**src/rtl/ir_assembler.sv**
```systemverilog
// Instruction register that assembles an NBYTES-wide instruction from byte-wide
// load strobes, big-endian, and publishes it atomically on the final byte.

module ir_byte_slot #(
  parameter int DATA_W = 8
) (
  input  logic              clk,
  input  logic              rst,
  input  logic              clr_i,
  input  logic              wr_i,
  input  logic [DATA_W-1:0] data_i,
  output logic [DATA_W-1:0] q_o
);
  logic [DATA_W-1:0] q_q;

  always_ff @(posedge clk or posedge rst) begin
    if (rst)        q_q <= '0;
    else if (clr_i) q_q <= '0;
    else if (wr_i)  q_q <= data_i;
  end

  assign q_o = q_q;
endmodule

module ir_assembler #(
  parameter  int DATA_W = 8,
  parameter  int NBYTES = 2,
  parameter  int OPC_W  = 3,
  localparam int IDX_W  = (NBYTES > 1) ? $clog2(NBYTES) : 1
) (
  input  logic                       clk,
  input  logic                       rst,
  input  logic                       ena_i,
  input  logic                       load_i,
  input  logic                       clr_i,
  input  logic [DATA_W-1:0]          data_i,
  output logic [DATA_W*NBYTES-1:0]   instr_o,
  output logic [OPC_W-1:0]           opcode_o,
  output logic [DATA_W*NBYTES-OPC_W-1:0] operand_o,
  output logic [IDX_W-1:0]           byte_idx_o,
  output logic                       busy_o,
  output logic                       valid_o,
  output logic                       done_o
);
  localparam int INSTR_W = DATA_W * NBYTES;
  localparam logic [IDX_W-1:0] LAST_IDX = IDX_W'(NBYTES - 1);

  logic [IDX_W-1:0]   idx_q, idx_d;
  logic [INSTR_W-1:0] instr_q, instr_d;
  logic               valid_q, valid_d;
  logic               done_q, done_d;
  logic               accept, last;

  // asm_w is the instruction as it would look if the current byte completed it:
  // slot 0 is the live bus byte, upper slots come from the shadow buffer.
  logic [NBYTES-1:0][DATA_W-1:0] asm_w;

  assign accept = ena_i & load_i & ~clr_i;
  assign last   = (idx_q == LAST_IDX);

  for (genvar s = 0; s < NBYTES; s++) begin : g_slot
    if (s == 0) begin : g_live
      assign asm_w[0] = data_i;
    end else begin : g_shadow
      ir_byte_slot #(.DATA_W(DATA_W)) u_slot (
        .clk    (clk),
        .rst    (rst),
        .clr_i  (clr_i),
        .wr_i   (accept && (idx_q == IDX_W'(NBYTES - 1 - s))),
        .data_i (data_i),
        .q_o    (asm_w[s])
      );
    end
  end

  always_comb begin
    idx_d   = idx_q;
    instr_d = instr_q;
    valid_d = valid_q;
    done_d  = 1'b0;
    if (clr_i) begin
      idx_d   = '0;
      instr_d = '0;
      valid_d = 1'b0;
    end else if (accept) begin
      if (last) begin
        idx_d   = '0;
        instr_d = asm_w;
        valid_d = 1'b1;
        done_d  = 1'b1;
      end else begin
        idx_d = idx_q + IDX_W'(1);
      end
    end
  end

  always_ff @(posedge clk or posedge rst) begin
    if (rst) begin
      idx_q   <= '0;
      instr_q <= '0;
      valid_q <= 1'b0;
      done_q  <= 1'b0;
    end else begin
      idx_q   <= idx_d;
      instr_q <= instr_d;
      valid_q <= valid_d;
      done_q  <= done_d;
    end
  end

  assign instr_o    = instr_q;
  assign opcode_o   = instr_q[INSTR_W-1 -: OPC_W];
  assign operand_o  = instr_q[INSTR_W-OPC_W-1:0];
  assign byte_idx_o = idx_q;
  assign busy_o     = (idx_q != '0);
  assign valid_o    = valid_q;
  assign done_o     = done_q;
endmodule

```
**config.mk**
```make
export PLATFORM = sky130hd
export DESIGN_NAME = ir_assembler
export DESIGN_NICKNAME = d
export VERILOG_FILES = /design/src/rtl/ir_assembler.sv
export SDC_FILE = /design/constraint.sdc
export NUM_CORES = 1
export LEC_CHECK = 0
export CORE_MARGIN = 2
export CORE_UTILIZATION = 48
export DETAILED_ROUTE_END_ITERATION = 16
export GPL_ROUTABILITY_DRIVEN = 0
export HOLD_SLACK_MARGIN = 0.03
export MAX_ROUTING_LAYER = met4
export PLACE_DENSITY = 0.85
export SYNTH_ARGS = -nofsm -noshare
export SYNTH_HDL_FRONTEND = slang
export SYNTH_HIERARCHICAL = 1
export SYNTH_SLANG_ARGS = --single-unit
```
**constraint.sdc**
```tcl
create_clock -name clk -period 3 [get_ports clk]
set_input_delay 0.9 -clock clk [delete_from_list [all_inputs] [get_ports clk]]
set_output_delay 0.9 -clock clk [all_outputs]
set_load 0.005 [all_outputs]
```
==> reports/qor.yml <==
outcome:
  run_status: "finished, final reports clean"
die:
  dieArea_um2: 3350
  core_um2: 2760
  pin_count: 49
  die_h_um: 57.9
  std_cell_rows: 19
  start_util: 0.505
  die_x_um: 57.9
final_layout:
  layout-drive-gt1-share: 0.0510
  final_nets: 171
  seq_area_um2: 676
  design_area_um2: 1780
  nFillCells: 227
  area_growth_pct: 27.6
  diodes: 0
  multi_input_area_um2: 524
clocking:
  cts-root-buf: "clkbuf_4"
  htreeDepth: 1
  cts_tree: "done"
  clock_tree.buffer_depth: 2
  hold_buffers: 0
  numCtsBuffers: 3
  cts_num_sinks: 27
  clk_latency_ns: 0.33
  post_cts_buffers: 0
  cts.repair.resized: 0
  cts.reportedPaths.clkPinSlew_ns: 0.14
sta:
  min_period_over_period: 0.736
  tightest_slew_ns: 0.739
  setup_viol: 0
  hold_viol_final: 0
  fin_skew_ns: 0.0144
  rsz0062_at_grt: "false"
  fmax_ghz: 0.453
  fin_crit_ns: 2.21
  slew_headroom: 0.507
  finalMaxSlewViolations: 0
  holdWs_ns: 0.544
  finalSetupTns_ns: 0
synth:
  ys_seq_elements: 27
  mappedNetlistNets: 139
  ys_warn_count: 6
  synth_area_um2: 1390
  postSynthCellCount: 126
  seq_area_frac_synth: 0.485
  syn_area_per_cell_um2: 11.1
  ys_types: 18
detailed_routing:
  vias: 928
  vias_per_cell: 4.94
  dr.pass1.iters: 4
  drtAntennaViolNets: 0
  drc: 0
  routedWlPerCell_um: 14.0
  totalWireLength_mm: 2.63
  drt_iter0_markers: 17
grt:
  grt_max_degree: 44
  grt_overflow: 0
  grt_pass1_wl_mm: 4.51
  grt_pass1_vias: 924
  antenna_found_initial: 0
  track_usage: 0.183
setup_path:
  crit_buf_inv: 1
  crit_fanout: 7
  crit_slowest_cell: "clkdlybuf4s50_1"
  crit_chain: "clkdlybuf4s50_1"
  cp-start-kind: "register"
  cpPeakStageDelay_ns: 0.53
  critPathKind: "register to output port"
  cp.arrival_ns: 1.31
  cp_top_family: "buffers and inverters"
  worst_ep_required_time_ns: 2.10
  end_kind: "output port"
flow_run:
  cap_violations: 0
place:
  hpwl_mm: 1.96
  post_dp_cell_area_um2: 1750
  portBuffers: 48
pwr:
  ir_drop_v: 0.000267
  leakagePower_nw: 0.723
  power_density_nw_per_um2: 345
min_path:
  hp-class: "register to register"
==> metrics by stage <==
stage               power, mW  utilization  setup WS [ns]  instances
finish                  0.613        0.644          0.793        188
global route            0.644        0.644          0.722        188
detailed placement      0.461        0.634          0.736        184
global placement        0.458        0.634          0.767        184
floorplan               0.425            -           1.21        126
CTS                     0.619        0.644          0.783        188
==> worst paths after layout <==
kind	start	endpoint	slack, ns	depth (start not counted)
max	busy_o$_DFFE_PP0P_	byte_idx_o	0.79	1
min	valid_o$_DFFE_PP0P_	valid_o$_DFFE_PP0P_	0.54	2
max reg2reg	busy_o$_DFFE_PP0P_	g_slot[1].g_shadow.u_slot/q_o[3]$_DFFE_PP0P_	1.78	4
min reg2reg	valid_o$_DFFE_PP0P_	valid_o$_DFFE_PP0P_	0.54	2
max in group asynchronous	rst	instr_o[8]$_DFFE_PP0P_	1.52	2
min in group asynchronous	rst	g_slot[1].g_shadow.u_slot/q_o[2]$_DFFE_PP0P_	0.82	2
==> cell families (layout without fill, tap and decap cells) <==
group           after synthesis  count (layout)  share of synthesized area
mux                          24              24                      0.173
flops                        27              27                      0.485
buf+inv                      26              57                      0.138
compound gates                3               3                     0.0153
simple gates                 46              46                      0.189
==> power by group <==
group / switching, mW / leakage [nW] / internal (mW)
registers: 0.00524 / 0.374 / 0.371
clock network: 0.110 / 0.0177 / 0.0500
logic: 0.0330 / 0.331 / 0.0434
total: 0.149 / 0.723 / 0.464
==> worst register-to-register path: cells and delay by family (launching register included) <==
kind	cells	cell delay [ns]
flops	1	0.46
simple gates	2	0.25
mux	1	0.22
buf+inv	1	0.21
==> sequential cells by signal, summed over array words and instances (netlist names) <==
name	count
instr_o	16
g_slot.g_shadow.u_slot/q_o	8
busy_o	1
done_o	1
valid_o	1
==> layout make-up <==
type / instances / share of cell area
clock inverters: 1 / 0.00282
well taps: 31 / 0.0218
multi-input cells: 73 / 0.295
repair buffers: 51 / 0.283
inverters: 2 / 0.00423
clock buffers: 3 / 0.0127
flip-flops and latches: 27 / 0.380
==> cells in the final DEF, fill, tap and decap left out <==
cell,synthesis,routed
a21bo_2,1,1
a21oi_1,1,1
a31oi_1,1,1
and3_1,1,1
buf_4,17,3
clkbuf_4,0,3
clkdlybuf4s50_1,0,48
clkinv_2,0,1
dfrtp_1,27,27
inv_1,2,2
mux2i_1,24,24
nand2_1,1,1
nand2b_1,32,32
nand3b_1,1,1
nor2_1,9,9
nor2b_1,1,1
nor3_1,1,1
==> per-layer routing <==
metal  share of wire  track usage  wire, um
met5               0            -         0
met4          0.0050       0.0498        13
met3           0.040       0.0268       105
met2            0.52        0.287      1360
met1            0.44        0.249      1150
==> cell usage after synthesis <==
| master | count | area [um2] |
|---|---|---|
| dfrtp_1 | 27 | 676 |
| a31oi_1 | 1 | 6.26 |
| inv_1 | 2 | 7.51 |
| and3_1 | 1 | 6.26 |
| buf_12 | 1 | 20.0 |
| nand3b_1 | 1 | 7.51 |
| nand2b_1 | 32 | 200 |
| nor3_1 | 1 | 5.00 |
| buf_4 | 17 | 128 |
| nor2_1 | 9 | 33.8 |
| buf_1 | 1 | 3.75 |
| nor2b_1 | 1 | 6.26 |
| clkbuf_1 | 3 | 11.3 |
| a21oi_1 | 1 | 5.00 |
| mux2i_1 | 24 | 240 |
| buf_6 | 2 | 22.5 |
| a21bo_2 | 1 | 10.0 |
| nand2_1 | 1 | 3.75 |
No activity file was read; power rests on OpenSTA's default activity.
